===== src/rtl/variable_node_update_if.sv =====
// Message bus between a variable node and its check-node neighbourhood.
//   llr_load / llr_in                 : channel LLR load pulse and value
//   check_value_input / _enable_input : check-to-variable messages, one slot per edge
//   variable_value_output / _enable   : variable-to-check messages, same slot packing
//   hard_bit / var_done               : current hard decision and update-complete pulse
// Slot k of a packed message vector occupies bits [length*(k+1)-1 : length*k].
interface variable_node_update_if #(
  parameter int weight = 3,
  parameter int length = 15
);
  logic                     llr_load;
  logic [length-1:0]        llr_in;
  logic [weight*length-1:0] check_value_input;
  logic [weight-1:0]        check_enable_input;
  logic [weight*length-1:0] variable_value_output;
  logic [weight-1:0]        variable_enable_output;
  logic                     hard_bit;
  logic                     var_done;

  // Upstream side: drives the LLR and check messages, consumes the results.
  modport master (
    output llr_load, llr_in, check_value_input, check_enable_input,
    input  variable_value_output, variable_enable_output, hard_bit, var_done
  );

  // Variable node side.
  modport slave (
    input  llr_load, llr_in, check_value_input, check_enable_input,
    output variable_value_output, variable_enable_output, hard_bit, var_done
  );
endinterface


===== src/rtl/variable_node_update.sv =====
// LDPC variable node: holds the channel LLR, waits for a fresh set of check
// messages, accumulates them one slot per cycle, then produces the extrinsic
// message for every check (total minus that check's own contribution,
// symmetrically saturated) one slot per cycle, followed by the hard decision.
//   clk  : rising-edge clock
//   rst  : synchronous, active-high reset (overrides llr_load)
//   bus  : variable_node_update_if slave modport (messages, enables, hard_bit, var_done)
module variable_node_update #(
  parameter int weight = 3,
  parameter int length = 15
) (
  input  logic                  clk,
  input  logic                  rst,
  variable_node_update_if.slave bus
);

  localparam int jw = $clog2(weight + 1);
  localparam int sw = length + 4;  // accumulator width, cannot overflow

  // Largest magnitude produced by the saturator; the most negative code is excluded.
  localparam logic signed [sw:0] sat_hi = {6'b0, {(length - 1){1'b1}}};
  localparam logic signed [sw:0] sat_lo = -sat_hi;

  typedef enum logic [1:0] {
    IDLE       = 2'd0,
    WAIT_CHECK = 2'd1,
    ACCUM      = 2'd2,
    UPDATE     = 2'd3
  } state_t;

  state_t                   state_q, state_d;
  logic [length-1:0]        channel_q, channel_d;
  logic signed [sw-1:0]     sum_q, sum_d;
  logic [jw-1:0]            j_q, j_d;
  logic [weight-1:0]        ack_seen_q, ack_seen_d;
  logic [weight*length-1:0] out_q, out_d;
  logic [weight-1:0]        en_q, en_d;
  logic                     hard_q, hard_d;
  logic                     done_q, done_d;

  logic                     j_last;
  logic [length-1:0]        chk_slot;
  logic signed [sw:0]       diff;
  logic [length-1:0]        sat_val;

  assign j_last = (j_q == jw'(weight));

  // Check message selected by j; read straight off the bus, upstream holds it stable.
  // NOTE: every always_comb output gets a default first so no path can infer a latch.
  always_comb begin
    chk_slot = '0;
    for (int k = 0; k < weight; k++) begin
      if (j_q == jw'(k)) chk_slot = bus.check_value_input[k*length +: length];
    end
  end

  // Extrinsic message: total minus this check's own contribution, then clamp.
  always_comb begin
    diff = {sum_q[sw-1], sum_q} - {{(sw + 1 - length){chk_slot[length-1]}}, chk_slot};
    if (diff > sat_hi)      sat_val = sat_hi[length-1:0];
    else if (diff < sat_lo) sat_val = sat_lo[length-1:0];
    else                    sat_val = diff[length-1:0];
  end

  always_comb begin
    state_d    = state_q;
    channel_d  = channel_q;
    sum_d      = sum_q;
    j_d        = j_q;
    ack_seen_d = ack_seen_q;
    out_d      = out_q;
    en_d       = en_q;
    hard_d     = hard_q;
    done_d     = 1'b0;  // var_done is a single-cycle pulse

    if (bus.llr_load) begin
      // A new LLR restarts the node from any state; an in-flight update is dropped.
      channel_d  = bus.llr_in;
      out_d      = {weight{bus.llr_in}};
      en_d       = '1;
      hard_d     = bus.llr_in[length-1];
      ack_seen_d = '0;
      j_d        = '0;
      state_d    = WAIT_CHECK;
    end else begin
      case (state_q)
        IDLE: begin
        end
        WAIT_CHECK: begin
          // A slot must be seen invalid once before its next valid message is
          // accepted, so stale messages from the previous round are never reused.
          for (int k = 0; k < weight; k++) begin
            if (!bus.check_enable_input[k]) begin
              ack_seen_d[k] = 1'b1;
              en_d[k]       = 1'b0;
            end
          end
          if (&ack_seen_q && &bus.check_enable_input) begin
            sum_d   = {{4{channel_q[length-1]}}, channel_q};
            j_d     = '0;
            state_d = ACCUM;
          end
        end
        ACCUM: begin
          if (!j_last) begin
            sum_d = sum_q + {{4{chk_slot[length-1]}}, chk_slot};
            j_d   = j_q + 1'b1;
          end else begin
            j_d     = '0;
            state_d = UPDATE;
          end
        end
        UPDATE: begin
          if (!j_last) begin
            for (int k = 0; k < weight; k++) begin
              if (j_q == jw'(k)) begin
                out_d[k*length +: length] = sat_val;
                en_d[k]                   = 1'b1;
              end
            end
            j_d = j_q + 1'b1;
          end else begin
            hard_d     = sum_q[sw-1];  // zero total decides 0
            done_d     = 1'b1;
            ack_seen_d = '0;
            j_d        = '0;
            state_d    = WAIT_CHECK;
          end
        end
        default: state_d = IDLE;
      endcase
    end
  end

  // NOTE: sequential state uses non-blocking assignments only, so every flop
  // samples the pre-edge values regardless of statement order.
  always_ff @(posedge clk) begin
    if (rst) begin
      state_q    <= IDLE;
      channel_q  <= '0;
      sum_q      <= '0;
      j_q        <= '0;
      ack_seen_q <= '0;
      out_q      <= '0;
      en_q       <= '0;
      hard_q     <= 1'b0;
      done_q     <= 1'b0;
    end else begin
      state_q    <= state_d;
      channel_q  <= channel_d;
      sum_q      <= sum_d;
      j_q        <= j_d;
      ack_seen_q <= ack_seen_d;
      out_q      <= out_d;
      en_q       <= en_d;
      hard_q     <= hard_d;
      done_q     <= done_d;
    end
  end

  assign bus.variable_value_output  = out_q;
  assign bus.variable_enable_output = en_q;
  assign bus.hard_bit               = hard_q;
  assign bus.var_done               = done_q;

endmodule


===== src/flat_wrapper.sv =====
// flat-port wrapper written by rule: the top's interface ports become plain ports
module variable_node_update_flat 
#(
  parameter int weight = 3,
  parameter int length = 15
)
  (clk, rst, bus_llr_load, bus_llr_in, bus_check_value_input, bus_check_enable_input, bus_variable_value_output, bus_variable_enable_output, bus_hard_bit, bus_var_done);
  variable_node_update_if #(.weight(weight), .length(length)) bus_i ();
  input  logic clk;
  input  logic rst;
  input wire logic [$bits(bus_i.llr_load)-1:0] bus_llr_load;
  input wire logic [$bits(bus_i.llr_in)-1:0] bus_llr_in;
  input wire logic [$bits(bus_i.check_value_input)-1:0] bus_check_value_input;
  input wire logic [$bits(bus_i.check_enable_input)-1:0] bus_check_enable_input;
  output wire logic [$bits(bus_i.variable_value_output)-1:0] bus_variable_value_output;
  output wire logic [$bits(bus_i.variable_enable_output)-1:0] bus_variable_enable_output;
  output wire logic [$bits(bus_i.hard_bit)-1:0] bus_hard_bit;
  output wire logic [$bits(bus_i.var_done)-1:0] bus_var_done;
  assign bus_i.llr_load = bus_llr_load;
  assign bus_i.llr_in = bus_llr_in;
  assign bus_i.check_value_input = bus_check_value_input;
  assign bus_i.check_enable_input = bus_check_enable_input;
  assign bus_variable_value_output = bus_i.variable_value_output;
  assign bus_variable_enable_output = bus_i.variable_enable_output;
  assign bus_hard_bit = bus_i.hard_bit;
  assign bus_var_done = bus_i.var_done;
  variable_node_update #(.weight(weight), .length(length)) u_core (.clk(clk), .rst(rst), .bus(bus_i));
endmodule

===== config.mk =====
export PLATFORM = sky130hd
export DESIGN_NAME = variable_node_update_flat
export DESIGN_NICKNAME = d
export VERILOG_FILES = /design/src/rtl/variable_node_update_if.sv /design/src/rtl/variable_node_update.sv /design/src/flat_wrapper.sv
export SDC_FILE = /design/constraint.sdc
export NUM_CORES = 1
export LEC_CHECK = 0
export BUFFER_PORTS_ARGS = -buffer_cell sky130_fd_sc_hd__buf_2
export CORE_MARGIN = 2
export CORE_UTILIZATION = 42
export CTS_CLUSTER_SIZE = 10
export DETAILED_ROUTE_END_ITERATION = 16
export PLACE_DENSITY = 0.66
export SLEW_MARGIN = 20
export SYNTH_ARGS = -nofsm -noshare
export SYNTH_HDL_FRONTEND = slang
export SYNTH_SLANG_ARGS = --single-unit
export TNS_END_PERCENT = 50

===== constraint.sdc =====
create_clock -name clk -period 4.69 [get_ports clk]
set_input_delay 0.2345 -clock clk [delete_from_list [all_inputs] [get_ports clk]]
set_output_delay 0.2345 -clock clk [all_outputs]
set_load 0.005 [all_outputs]

==> impl_metrics.env <==
export IMPL_numCtsBuffers=9
export IMPL_layout_cells_non_filler=1166
export IMPL_cp_arrival_ns=4.73
export IMPL_required_ns=4.94
export IMPL_dieHeight_um=126
export IMPL_placed_area_um2=7360
export IMPL_hold_viol_final=0
export IMPL_ys_async_sr_fraction=0
export IMPL_grt_use_total=0.243
export IMPL_rsz0062_at_grt="false"
export IMPL_hpwl_mm=14.8
export IMPL_leakage_nw=3.55
export IMPL_finalSetupViolations=0
export IMPL_nets=1086
export IMPL_synth_avg_cell_area_um2=7.48
export IMPL_cts_htree_levels=3
export IMPL_path_class="flop to flop"
export IMPL_ys_seq_area_frac=0.289
export IMPL_synth_most_common_cell="nand2_1"
export IMPL_drc=0
export IMPL_path_clk_slew_ns=0.08
export IMPL_core_area_um2=14600
export IMPL_drt_iter0_drc=296
export IMPL_grt_pass1_vias=6289
export IMPL_io_pins=116
export IMPL_slew_headroom=0.370
export IMPL_final_util=0.528
export IMPL_fin_crit_sh=0.953
export IMPL_ys_top_cells_by_area="dfxtp_1, ha_1, a21oi_1, o21ai_0, nand2_1"
export IMPL_clock_latency_ns=0.36
export IMPL_holdCritPathClass="input pin to flop"
export IMPL_grt_max_degree=58
export IMPL_diodes=0
export IMPL_cts_tree="done"
export IMPL_syn2layout_area_growth_pct=22.3
export IMPL_ys_dominant_reg_cell="dfxtp_1"
export IMPL_synthesis_nets=951
export IMPL_drive_gt1_frac=0.219
export IMPL_grt_remaining_overflow=0
export IMPL_outcome="finished clean"
export IMPL_critPathLaunchType="flop"
export IMPL_antenna_found_initial=0
export IMPL_routed_wl_mm=19.0
export IMPL_dp_cells=1149
export IMPL_power_density_nw_per_um2=248
export IMPL_syn_cell_area_um2=6300
export IMPL_worstPathMaxFanout=20
export IMPL_port_buffers=115
export IMPL_clkSinkCount=91
export IMPL_yosys_top_cells_count="nand2_1, dfxtp_1, nor2_1"
export IMPL_synth_edf_count=0
export IMPL_synth_top_area_share=0.289
export IMPL_root_buffer="clkbuf_16"
export IMPL_critPathCaptureType="flop"
export IMPL_die_x_um=126
export IMPL_fmax_mhz=224
export IMPL_grt_pass1_wl_mm=31.5
export IMPL_initial_core_util=0.432
export IMPL_setup_tns_ns=0
export IMPL_final_cell_area_um2=7710
export IMPL_vdd_ir_drop_max_mv=0.238
export IMPL_ys_ff_latch=91
export IMPL_cts_path_max_buffers=2
export IMPL_vias_per_cell=5.52
export IMPL_yosysTopAreaCell="dfxtp_1"
export IMPL_synthDistinctLibCells=67
export IMPL_min_period_ns=4.47
export IMPL_worst_slew_pin_slew_ns=0.945
export IMPL_cts_hold_buf=0
export IMPL_yosysWarnings=0
export IMPL_synthCells=842
export IMPL_dr_pass1_iters=5
export IMPL_rows=44
export IMPL_whs_path_depth=3
export IMPL_wire_per_inst_um=16.3
export IMPL_reg2reg_depth=17
export IMPL_clock_skew_ns=0.0130
export IMPL_postRouteAntennaNets=0
export IMPL_drv_slew=0
export IMPL_vias=6440
export IMPL_cap_violations=0
export IMPL_gp_congestion=0.898
export IMPL_dieArea_um2=16000
==> power breakdown <==
group          switching, W  total (W)  internal [W]
clock network      0.000356   0.000735      0.000378
registers         0.0000262   0.000841      0.000815
logic              0.000186   0.000336      0.000151
total              0.000568    0.00191       0.00134
==> cell type report <==
| type | count | area, µm² |
|---|---|---|
| Fill cell | 1413 | 6880 |
| Multi-Input combinational cell | 654 | 4150 |
| Sequential cell | 91 | 1820 |
| Timing Repair Buffer | 173 | 1020 |
| Tap cell | 184 | 230 |
| Clock buffer | 9 | 225 |
| Inverter | 48 | 180 |
| Clock inverter | 7 | 76.3 |
==> cell families (layout without fill, tap and decap cells) <==
kind of cell / count (synthesis) / in the layout / share of synthesized area
muxes: 20 / 20 / 0.0320
DFF: 91 / 91 / 0.289
AOI/OAI and AO/OA: 265 / 265 / 0.271
xor gates and xnor gates: 23 / 23 / 0.0320
adders and majority gates: 43 / 43 / 0.0878
and+or+nand+nor: 303 / 303 / 0.230
buffers and inverters: 97 / 237 / 0.0588
==> flip-flops by register name, summed over array words and instances, names as in the netlist <==
register	cells
u_core.ack_seen_q	3
u_core.bus.hard_bit	1
u_core.bus.var_done	1
u_core.bus.variable_enable_output	3
u_core.bus.variable_value_output	45
u_core.channel_q	15
u_core.j_q	2
u_core.state_q	2
u_core.sum_q	19
==> per-layer routing <==
layer	global-route usage	share of wire	wire length (µm)
met5	0	0	0
met3	0.0422	0.045	859
met2	0.410	0.48	9150
met1	0.316	0.45	8540
met4	0.0782	0.024	454
==> stage by stage <==
step / hold WS (ns) / power, W / setup slack, ns
global route: 0.146 / 0.00199 / 0.0150
global placement: 0.435 / 0.00119 / 0.207
CTS: 0.127 / 0.00192 / 0.126
floorplan: 0.382 / 0.00104 / 0.0169
finish: 0.129 / 0.00191 / 0.219
detailed placement: 0.439 / 0.00119 / 0.126
==> cell usage in the layout (no fill, tap or decap), types with 16 or more instances in the layout <==
cell	synthesis	layout
a211oi_1	18	18
a21oi_1	73	73
buf_2	2	115
buf_4	1	57
dfxtp_1	91	90
ha_1	41	39
inv_1	46	46
mux2i_1	19	19
nand2_1	94	94
nand2b_1	27	27
nor2_1	79	79
nor2b_1	16	16
nor3_1	27	27
o21ai_0	73	62
xnor2_1	18	18
==> critical path, stage by stage (launching register included) <==
cell	delay, ns
dfxtp_2	0.35
inv_1	0.06
ha_1	0.19
buf_4	0.20
nor2_1	0.11
a21oi_1	0.04
o21ai_1	0.16
buf_4	0.15
inv_1	0.04
ha_1	0.18
nor2b_1	0.15
or4_1	0.49
and4_1	0.22
or4_4	0.52
or4_1	0.55
o41a_4	0.52
a21o_1	0.23
a22o_1	0.24
==> path summary, 6_finish.rpt <==
check,from,to,slack (ns)
setup reg to reg,u_core.j_q[1],u_core.bus.variable_value_output[12],0.22
setup / recovery,u_core.j_q[1],u_core.bus.variable_value_output[12],0.22
hold / removal,bus_llr_in[3],u_core.channel_q[3],0.13
hold reg to reg,u_core.bus.variable_value_output[43],u_core.bus.variable_value_output[43],0.45
==> what timing repair did <==
item / CTS / global route
endpoints found under the setup margin: 0 / 42
setup buffers: 0 / 1
gates resized for setup: 0 / 20
(Power assumes the default switching activity.)
